## src/rtl/prewish5k_pkg.sv

```systemverilog
// prewish5k_pkg: shared dispatcher state encoding and handshake constants for the mask loader
package prewish5k_pkg;
  typedef enum logic [1:0] {IDLE = 2'b00, STROBE = 2'b01, WAIT_ACK = 2'b11} disp_state_t;
  localparam bit ACK_PULSE = 1'b0;
  localparam bit ACK_HANDSHAKE = 1'b1;
  localparam int DEFAULT_DATA_W = 8;
endpackage

```

## src/rtl/prewish5k_mask_loader_if.sv

```systemverilog
// prewish5k_mask_loader_if: update strobe bus from the mask loader to the mentor
interface prewish5k_mask_loader_if #(
  parameter int CH_W = 2,
  parameter int DATA_W = 8
);
  logic STB_O;
  logic [CH_W-1:0] ADR_O;
  logic [DATA_W-1:0] DAT_O;
  logic ACK_I;
  modport master(output STB_O, ADR_O, DAT_O, input ACK_I);
  modport slave(input STB_O, ADR_O, DAT_O, output ACK_I);
endinterface

```

## src/rtl/prewish5k_press_tracker.sv

```systemverilog
// prewish5k_press_tracker: per-button press and long-hold detector with sticky pending flags
module prewish5k_press_tracker #(
  parameter logic [23:0] LONG_PRESS_CYCLES = 24'd12_000_000
) (
  input  logic clk,
  input  logic rst,
  input  logic btn,
  input  logic clear,
  output logic pend_load,
  output logic pend_clr
);
  logic armed, prev, press, long_hit;
  logic [23:0] hold_cnt;
  always_comb begin
    press = btn & ~prev & armed;
    long_hit = btn & armed & (LONG_PRESS_CYCLES != 24'd0) & (hold_cnt == LONG_PRESS_CYCLES - 24'd1);
  end
  always_ff @(posedge clk) begin
    if (rst) begin
      armed <= 1'b0; prev <= 1'b0; hold_cnt <= '0; pend_load <= 1'b0; pend_clr <= 1'b0;
    end else begin
      armed <= armed | ~btn;
      prev <= btn;
      hold_cnt <= !btn ? 24'd0 : (armed && hold_cnt != LONG_PRESS_CYCLES) ? hold_cnt + 24'd1 : hold_cnt;
      pend_load <= press | (pend_load & ~clear);
      pend_clr <= long_hit | (pend_clr & ~clear);
    end
  end
endmodule

```

## src/rtl/prewish5k_mask_loader.sv

```systemverilog
// prewish5k_mask_loader: latches DIP values into per-button mask slots and announces each update
module prewish5k_mask_loader
  import prewish5k_pkg::*;
#(
  parameter int NUM_CH = 4,
  parameter int DATA_W = DEFAULT_DATA_W,
  parameter bit DIP_ACTIVE_LOW = 1'b1,
  parameter logic [23:0] LONG_PRESS_CYCLES = 24'd12_000_000,
  parameter bit ACK_MODE = ACK_PULSE,
  parameter int ALIVE_BITS = 23
) (
  input  logic                     CLK_I,
  input  logic                     RST_I,
  input  logic [NUM_CH-1:0]        i_buttons,
  input  logic [DATA_W-1:0]        i_dip,
  prewish5k_mask_loader_if.master  bus,
  output logic [NUM_CH*DATA_W-1:0] o_masks,
  output logic                     o_busy,
  output logic                     o_alive
);
  localparam int CH_W = NUM_CH > 1 ? $clog2(NUM_CH) : 1;
  disp_state_t state, state_n;
  logic [NUM_CH-1:0] pend_load, pend_clr, pend, clear;
  logic [CH_W-1:0] sel;
  logic sel_clr, dispatch;
  logic [DATA_W-1:0] value;
  logic [ALIVE_BITS-1:0] alive;
  for (genvar g = 0; g < NUM_CH; g++) begin : g_trk
    prewish5k_press_tracker #(.LONG_PRESS_CYCLES(LONG_PRESS_CYCLES)) u_trk (
      .clk(CLK_I),
      .rst(RST_I),
      .btn(i_buttons[g]),
      .clear(clear[g]),
      .pend_load(pend_load[g]),
      .pend_clr(pend_clr[g])
    );
  end
  always_comb begin
    pend = pend_load | pend_clr;
    sel = '0;
    sel_clr = 1'b0;
    for (int i = NUM_CH - 1; i >= 0; i--) {sel, sel_clr} = pend[i] ? {CH_W'(i), pend_clr[i]} : {sel, sel_clr};
    dispatch = state == IDLE && |pend;
    clear = dispatch ? NUM_CH'(1) << sel : '0;
    value = sel_clr ? '0 : DIP_ACTIVE_LOW ? ~i_dip : i_dip;
    state_n = state == IDLE ? (dispatch ? (ACK_MODE == ACK_HANDSHAKE ? WAIT_ACK : STROBE) : IDLE)
            : (state == WAIT_ACK && !bus.ACK_I) ? WAIT_ACK : IDLE;
    bus.STB_O = state != IDLE;
    o_busy = (state != IDLE) | |pend;
    o_alive = alive[ALIVE_BITS-1];
  end
  always_ff @(posedge CLK_I) begin
    if (RST_I) state <= IDLE;
    else state <= state_n;
  end
  always_ff @(posedge CLK_I) begin
    if (RST_I) begin
      bus.ADR_O <= '0; bus.DAT_O <= '0; o_masks <= '0; alive <= '0;
    end else begin
      alive <= alive + ALIVE_BITS'(1);
      if (dispatch) begin
        bus.ADR_O <= sel; bus.DAT_O <= value; o_masks[sel*DATA_W +: DATA_W] <= value;
      end
    end
  end
endmodule
```

## src/flat_wrapper.sv

```systemverilog
// flat-port wrapper written by rule: the top's interface ports become plain ports
module prewish5k_mask_loader_flat import prewish5k_pkg::*;
#(
  parameter int NUM_CH = 4,
  parameter int DATA_W = DEFAULT_DATA_W,
  parameter bit DIP_ACTIVE_LOW = 1'b1,
  parameter logic [23:0] LONG_PRESS_CYCLES = 24'd12_000_000,
  parameter bit ACK_MODE = ACK_PULSE,
  parameter int ALIVE_BITS = 23
)
  (CLK_I, RST_I, i_buttons, i_dip, o_masks, o_busy, o_alive, bus_STB_O, bus_ADR_O, bus_DAT_O, bus_ACK_I);
  prewish5k_mask_loader_if #(.DATA_W(DATA_W)) bus_i ();
  input  logic CLK_I;
  input  logic RST_I;
  input  logic [NUM_CH-1:0] i_buttons;
  input  logic [DATA_W-1:0] i_dip;
  output logic [NUM_CH*DATA_W-1:0] o_masks;
  output logic o_busy;
  output logic o_alive;
  output wire logic [$bits(bus_i.STB_O)-1:0] bus_STB_O;
  output wire logic [$bits(bus_i.ADR_O)-1:0] bus_ADR_O;
  output wire logic [$bits(bus_i.DAT_O)-1:0] bus_DAT_O;
  input wire logic [$bits(bus_i.ACK_I)-1:0] bus_ACK_I;
  assign bus_STB_O = bus_i.STB_O;
  assign bus_ADR_O = bus_i.ADR_O;
  assign bus_DAT_O = bus_i.DAT_O;
  assign bus_i.ACK_I = bus_ACK_I;
  prewish5k_mask_loader #(.NUM_CH(NUM_CH), .DATA_W(DATA_W), .DIP_ACTIVE_LOW(DIP_ACTIVE_LOW), .LONG_PRESS_CYCLES(LONG_PRESS_CYCLES), .ACK_MODE(ACK_MODE), .ALIVE_BITS(ALIVE_BITS)) u_core (.CLK_I(CLK_I), .RST_I(RST_I), .i_buttons(i_buttons), .i_dip(i_dip), .bus(bus_i), .o_masks(o_masks), .o_busy(o_busy), .o_alive(o_alive));
endmodule
```

## config.mk

```make
export PLATFORM = sky130hd
export DESIGN_NAME = prewish5k_mask_loader_flat
export DESIGN_NICKNAME = d
export VERILOG_FILES = /design/src/rtl/prewish5k_pkg.sv /design/src/rtl/prewish5k_mask_loader_if.sv /design/src/rtl/prewish5k_press_tracker.sv /design/src/rtl/prewish5k_mask_loader.sv /design/src/flat_wrapper.sv
export SDC_FILE = /design/constraint.sdc
export NUM_CORES = 1
export LEC_CHECK = 0
export CAP_MARGIN = 20
export CELL_PAD_IN_SITES_DETAIL_PLACEMENT = 1
export CELL_PAD_IN_SITES_GLOBAL_PLACEMENT = 2
export CORE_ASPECT_RATIO = 1.75
export CORE_UTILIZATION = 30
export CTS_CLUSTER_SIZE = 8
export DETAILED_ROUTE_END_ITERATION = 12
export GPL_ROUTABILITY_DRIVEN = 0
export GPL_TIMING_DRIVEN = 0
export PLACE_DENSITY_LB_ADDON = 0.1
export SETUP_SLACK_MARGIN = 0.1
export SYNTH_ARGS = -nofsm -noshare
export SYNTH_HDL_FRONTEND = slang
export SYNTH_SLANG_ARGS = --single-unit
```

## constraint.sdc

```tcl
create_clock -name CLK_I -period 2.5 [get_ports CLK_I]
set_input_delay 0.75 -clock CLK_I [delete_from_list [all_inputs] [get_ports CLK_I]]
set_output_delay 0.75 -clock CLK_I [all_outputs]
set_load 0.02 [all_outputs]
```

==> key figures, run 1 <==
Critical path
  – Max incr delay on CP: 370 ps
  – Cell depth of the worst setup path: 11
  – Reg2reg start: u_core.g_trk[3].u_trk.pend_clr
  – Slowest stage cell, crit path: dfxtp_4
  – Crit path capture type: register
  – CP Buf/Inv Count: 3
  – CP cell instances: nor2_1 -> o31ai_2 -> and2_1 -> buf_6 -> inv_1 -> ha_4 -> nand2b_4 -> nor4_4 -> nand4bb_1 -> buf_4 -> o21ai_0
  – Crit path from: u_core.g_trk[3].u_trk.pend_clr
  – R2R cell count: 11
  – Worst R2R End: u_core.o_masks[21]
  – CP delay by family, top: simple AND/OR/NAND/NOR gates
  – Critical path class: reg -> reg
  – WP data required: 2880 ps
  – CP max FO: 8
  – Worst setup path endpoint: u_core.o_masks[21]
  – Reg2reg setup slack: 250 ps
  – CP Launch Type: register
  – WP data arrival: 2630 ps

Final layout
  – Non-Filler Cell Area, Final: 9370 µm²
  – Ant. Diodes: 0
  – Layout cells sized above 1: 6.07%
  – Number of fill cells in the layout: 2,993
  – NumNets Final: 1,003
  – Layout area overhead: 22.5%

Floorplan
  – Starting Density: 30.4%
  – Die W: 123 µm
  – Row cnt: 77
  – Total core area: 25,100 µm²
  – Die Y: 213 µm
  – Die area: 26,200 µm²
  – Top Ports: 60

Synthesis
  – Asr flop ratio synth: 0%
  – Synth warn: 0
  – Post-synth EDFFs: 0
  – Top_reg_cell synth: dfxtp_1
  – FF+latch count, synth: 179
  – Seq/Total Area, Yosys: 46.9%
  – Synth Cell Area: 7650 µm²
  – Cell count after synthesis: 895
  – Post-synthesis net count: 923
  – Unique masters post-synth: 48
  – Avg Cell Area, Syn: 8.55 µm²

STA
  – Tmin final: 2250 ps
  – F_max: 0.444 GHz
  – Final setup margin: 248 ps
  – Setup violators final: 0
  – Final Hold Vio Count: 0
  – Worst Skew: 8.25 ps
  – Slew Viols, Final: 0
  – Slew @ Worst Pin: 1050 ps
  – Max transition margin: 29.5%
  – Final period util: 90.1%
  – RSZ-0062 raised after global routing: false

Pwr
  – Peak supply drop: 0.518 mV
  – Power, Total: 6.13 mW
  – Leakage: 3.19 nW
  – Pwr dens: 654 nW/µm²

Drt
  – Router iterations before antenna repair: 4
  – Vias/cell: 4.99
  – Vias: 6,508
  – # DRC: 0
  – Starting DRT DRC Count: 181
  – ANT nets after route: 0
  – Final WL: 21.5 mm
  – Routed len/inst: 16.5 µm

Placed design
  – Half-perimeter wire length after placement: 15.8 mm
  – Number of port buffers: 58
  – Placed inst area: 8620 µm²
  – Post-Place Worst Slack: -553 ps

GRT
  – Global-route met2 utilization: 34.3%
  – Largest net degree at the start of global routing: 17
  – Total GRT Usage: 17.8%
  – Global routing's busiest layer: met2
  – First-pass GRT wire length: 35.2 mm
  – Vias in the first global route: 6,696
  – Initial antenna violation count: 0
  – Met1 Use GR: 18.2%
  – Met3 Use GR: 4.27%
  – Global route overflow: 0

Hold path
  – Min-delay src: u_core.alive[0]
  – Hold/Removal Path Class: reg -> reg

Status
  – Status: completed

Flow run
  – Max Cap Violations: 0

CTS
  – Hold Buf Count CTS: 0
  – TritonCTS clock tree: yes
  – H-tree depth: 4
  – CTS max path bufs: 2
  – CTS Buf Count: 17
  – Clk slew on worst S/H paths: 70 ps
  – Clock sinks: 179
  – Clock latency on the worst-skew pair: 450 ps
  – CTS root buf: clkbuf_16
## per-layer routing
layer | wire, µm | part of all wire (%)
met5 | 0 | 0
met4 | 348 | 1.6
met3 | 511 | 2.4
met2 | 11900 | 55
met1 | 8740 | 41
## flip-flops by register name, summed over array words and instances, names as in the netlist
signal and cells:
u_core.g_trk.u_trk.hold_cnt 96, u_core.o_masks 32, u_core.alive 23, u_core.bus.DAT_O 8
u_core.g_trk.u_trk.armed 4, u_core.g_trk.u_trk.pend_clr 4, u_core.g_trk.u_trk.pend_load 4, u_core.g_trk.u_trk.prev 4
u_core.bus.ADR_O 2, u_core.state 2
## synth_stat cells (27+ instances only)
cell type / count / share of area, %
a21oi_1: 44 / 2.9
and3_1: 27 / 2.2
dfxtp_1: 179 / 47
inv_1: 28 / 1.4
nand2_1: 85 / 4.2
nand3_1: 41 / 2.7
nand4_1: 43 / 3.5
nor2_1: 125 / 6.1
o21ai_0: 49 / 3.2
or3_1: 28 / 2.3
xnor2_1: 34 / 3.9
xor2_1: 58 / 6.6
## worst min path at each step
stage / slack, ps / depth (start not counted) / to
3_3_place_gp: 430 / 1 / u_core.alive[0]
4_1_cts: 450 / 1 / u_core.alive[0]
2_1_floorplan: 410 / 1 / u_core.alive[0]
6_report: 450 / 1 / u_core.alive[0]
3_5_place_dp: 440 / 1 / u_core.alive[0]
5_1_grt: 470 / 2 / u_core.bus.DAT_O[0]
## kinds of logic (layout without fill, tap and decap cells)
kind of cell / Yosys count / count (layout) / share of synthesized area, %
AO/OA/AOI/OAI: 116 / 116 / 8.56
adder cells (fa/ha/maj): 13 / 13 / 2.13
multiplexers: 1 / 1 / 0.131
XOR/XNOR: 92 / 92 / 10.5
flip-flops: 179 / 179 / 46.9
buffers and inverters: 59 / 152 / 2.94
AND/OR/NAND/NOR: 435 / 435 / 28.9
## area by class of cell
class / instances / area (µm²) / share of cell area [%]
multi-input combinational: 657 / 3950 / 42.2
sequential: 179 / 3590 / 38.4
timing repair buffer: 61 / 601 / 6.41
clock buffer: 18 / 429 / 4.58
tap: 316 / 395 / 4.22
clock inverter: 14 / 163 / 1.74
buffer: 31 / 130 / 1.39
inverter: 28 / 105 / 1.12
## metrics by stage
| stage | TNS, ps | instances | hold slack (ps) | utilization [%] |
|---|---|---|---|---|
| final | 0 | 1304 | 448 | 37.2 |
| after global routing | 0 | 1304 | 473 | 37.2 |
| after CTS | 0 | 1303 | 454 | 36.9 |
| after detailed placement | -15590 | 1269 | 440 | 34.3 |
| after global placement | -15450 | 1269 | 433 | 34.3 |
| after floorplan | 0 | 895 | 413 | - |
## where the power goes
part | internal (mW) | switching (mW)
Combinational | 0.167 | 0.270
Clock | 1.56 | 1.19
Sequential | 2.90 | 0.0374
Total | 4.63 | 1.50
## worst reg2reg max path, stage by stage (launching register included)
cell	delay [ps]
dfxtp_4	370
nor2_1	60
o31ai_2	270
and2_1	180
buf_6	120
inv_1	80
ha_4	290
nand2b_4	60
nor4_4	300
nand4bb_1	130
buf_4	180
o21ai_0	140
## what timing repair did
| action | CTS | global route |
|---|---|---|
| gates resized for setup | 13 | 31 |
| setup endpoints to repair | 54 | 34 |
| endpoints found under the hold margin | 0 | 0 |
| pin swaps | 2 | 6 |
| setup buffers | 2 | 1 |
## placed cells by master (no fill, tap or decap), drive strengths merged, types with 27 or more instances in the layout
| master | n |
|---|---|
| clkbuf | 43 |
| nor2 | 125 |
| dfxtp | 179 |
| inv | 29 |
| xnor2 | 34 |
| o21ai | 51 |
| or3 | 28 |
| a21oi | 44 |
| xor2 | 58 |
| nand3 | 41 |
| nand2 | 85 |
| and3 | 27 |
| clkdlybuf4s50 | 56 |
| nand4 | 43 |
(Power assumes the default switching activity.)
==> run 2: changes to the inputs <==
--- a/config.mk
+++ b/config.mk
@@ -14,6 +14,7 @@
 export DETAILED_ROUTE_END_ITERATION = 12
 export GPL_ROUTABILITY_DRIVEN = 0
 export GPL_TIMING_DRIVEN = 0
+export MAX_ROUTING_LAYER = met4
 export PLACE_DENSITY_LB_ADDON = 0.1
 export SETUP_SLACK_MARGIN = 0.1
 export SYNTH_ARGS = -nofsm -noshare
==> run 2 against run 1 <==
Effect of this change:
- non-clock buffer count did not move
- setup slack got worse by 5.0 ps
- design area did not move
- worst hold slack barely moved
- via count barely moved
- fmax fell by 0.22%
- flip-flop and latch count did not move
- sequential share of layout area did not move
- clock skew rose by 0.66 ps
- critical endpoint unchanged
- largest power group unchanged
==> key figures, run 2 (synthesis results as in run 1) <==
Placed design
  – Number of placed instances with taps included: 1,269 (unchanged)
  – Half-perimeter wire length after placement: 15.8 mm (unchanged)
  – Number of port buffers: 58 (unchanged)
  – Post-Place Worst Slack: -553 ps (unchanged)
  – Placed inst area: 8620 µm² (unchanged)

Floorplan
  – Die area: 26,200 µm² (unchanged)
  – Row cnt: 77 (unchanged)
  – Top Ports: 60 (unchanged)
  – Die Y: 213 µm (unchanged)
  – Die W: 123 µm (unchanged)
  – Starting Density: 30.4% (unchanged)
  – Total core area: 25,100 µm² (unchanged)

Final layout
  – Most common cell after layout, fill and taps aside: dfxtp_1
  – Reg with most FFs: u_core.g_trk.u_trk.hold_cnt
  – Top Registers: u_core.g_trk.u_trk.hold_cnt (96), u_core.o_masks (32), u_core.alive (23)
  – Layout area overhead: 22.5% (unchanged)
  – Cell Count, Final, Fillers Out: 1,304 (unchanged)
  – Most frequent cells in the layout: dfxtp_1, nor2_1, nand2_1
  – Non-Filler Cell Area, Final: 9370 µm² (unchanged)
  – Max reg flops: 96 (unchanged)
  – Layout cells sized above 1: 6.07% (unchanged)
  – Number of fill cells in the layout: 2,993 (unchanged)
  – Ant. Diodes: 0 (unchanged)
  – NumNets Final: 1,003 (unchanged)

STA
  – Worst Skew: 8.91 ps (+0.656 ps)
  – Final setup margin: 243 ps (-4.96 ps)
  – Tmin final: 2260 ps (+4.96 ps)
  – RSZ-0062 raised after global routing: false
  – Slew @ Worst Pin: 1050 ps (-0.760 ps)
  – F_max: 0.443 GHz (-0.22%)
  – Setup violators final: 0 (unchanged)
  – Final period util: 90.3% (+0.20 points)
  – Slew Viols, Final: 0 (unchanged)
  – Max transition margin: 29.6% (+0.051 points)
  – Final Hold Vio Count: 0 (unchanged)

Pwr
  – Leakage: 3.19 nW (unchanged)
  – Power, Total: 6.13 mW (about the same)
  – Pwr dens: 654 nW/µm² (about the same)
  – Peak supply drop: 0.519 mV (+0.17%)

Hold path
  – Hold Path Depth: 1 (unchanged)
  – Min-delay src: u_core.alive[0]
  – Hold/Removal Path Class: reg -> reg
  – Hold EP: u_core.alive[0]

Drt
  – Vias/cell: 4.99 (about the same)
  – Final WL: 21.5 mm (about the same)
  – Routed len/inst: 16.5 µm (about the same)
  – Vias: 6,504 (-0.061%)
  – ANT nets after route: 0 (unchanged)
  – Starting DRT DRC Count: 181 (unchanged)
  – Router iterations before antenna repair: 4 (unchanged)
  – # DRC: 0 (unchanged)

CTS
  – H-tree depth: 4 (unchanged)
  – Clk slew on worst S/H paths: 70 ps (about the same)
  – Clock latency on the worst-skew pair: 450 ps (about the same)
  – Hold Buf Count CTS: 0 (unchanged)
  – CTS max path bufs: 2 (unchanged)
  – TritonCTS clock tree: yes
  – CTS root buf: clkbuf_16
  – Clock sinks: 179 (unchanged)
  – CTS Buf Count: 17 (unchanged)

Critical path
  – CP max FO: 8 (unchanged)
  – Crit path capture type: register
  – WP data arrival: 2640 ps (about the same)
  – CP Launch Type: register
  – R2R cell count: 11 (unchanged)
  – Critical path class: reg -> reg
  – Worst R2R End: u_core.o_masks[21]
  – Reg2reg start: u_core.g_trk[3].u_trk.pend_clr
  – WP data required: 2880 ps (about the same)
  – Reg2reg setup slack: 240 ps (about the same)

GRT
  – Global-route met2 utilization: 34.2% (-0.039 points)
  – Met1 Use GR: 18.2% (+0.033 points)
  – Vias in the first global route: 6,687 (-0.13%)
  – Total GRT Usage: 18.3% (+0.51 points)
  – Met3 Use GR: 4.27% (unchanged)
  – First-pass GRT wire length: 35.2 mm (about the same)
  – Largest net degree at the start of global routing: 17 (unchanged)
  – Global routing's busiest layer: met2
  – Global route overflow: 0 (unchanged)
  – Initial antenna violation count: 0 (unchanged)

Flow run
  – Max Cap Violations: 0 (unchanged)

Status
  – Status: completed
[run 2: how the worst max path moves through the flow]
stage,startpoint,endpoint,slack [ps],cells past startpoint
after floorplan,u_core.g_trk[3].u_trk.pend_clr,u_core.o_masks[16],380,10
after global placement,RST_I,u_core.g_trk[0].u_trk.pend_clr,-550,5
after detailed placement,RST_I,u_core.g_trk[0].u_trk.pend_clr,-550,5
after CTS,u_core.g_trk[1].u_trk.pend_clr,o_busy,20,3
after global routing,u_core.g_trk[3].u_trk.pend_clr,u_core.o_masks[22],90,11
final,u_core.g_trk[3].u_trk.pend_clr,u_core.o_masks[21],240,11
[run 2: power breakdown]
part | switching [mW] | total, mW | internal, mW
sequential | 0.0373 | 2.94 | 2.90
clock | 1.19 | 2.75 | 1.56
combinational | 0.269 | 0.437 | 0.167
total | 1.50 | 6.13 | 4.63
[run 2: per-layer routing]
layer / share of wire, % / wire length (µm) / vias to the layer above
met2: 55 / 11900 / 38
li1: - / - / 3260
met1: 41 / 8750 / 3189
met3: 2.4 / 510 / 17
met4: 1.6 / 348 / 0
met5: 0 / 0 / -
[run 2: stage by stage]
| step | utilization, % | hold slack [ps] | TNS [ps] |
|---|---|---|---|
| finish | 37.2 | 448 | 0 |
| global route | 37.2 | 473 | 0 |
| CTS | 36.9 | 454 | 0 |
| detailed placement | 34.3 | 440 | -15590 |
| floorplan | - | 413 | 0 |
| global placement | 34.3 | 433 | -15450 |
[run 2: worst max-delay path: stages, from the launching register on]
cell       delay, ps
dfxtp_4          370
nor2_1            60
o31ai_2          270
and2_1           180
buf_6            120
inv_1             80
ha_4             290
nand2b_4          60
nor4_4           300
nand4bb_1        130
buf_4            180
o21ai_0          140
[run 2: final cells by class]
type | count | area, µm² | area share (%)
Multi-Input combinational cell | 657 | 3950 | 42.2
Buffer | 31 | 130 | 1.39
Timing Repair Buffer | 61 | 601 | 6.41
Inverter | 28 | 105 | 1.12
Clock inverter | 14 | 163 | 1.74
Clock buffer | 18 | 429 | 4.58
Sequential cell | 179 | 3590 | 38.4
Tap cell | 316 | 395 | 4.22
[run 2: timing repair]
| action | 4_1_cts | 5_1_grt |
|---|---|---|
| buffers inserted | 2 | 1 |
| gates resized for setup | 13 | 31 |
| pin swaps | 2 | 6 |
| setup endpoints to repair | 54 | 34 |
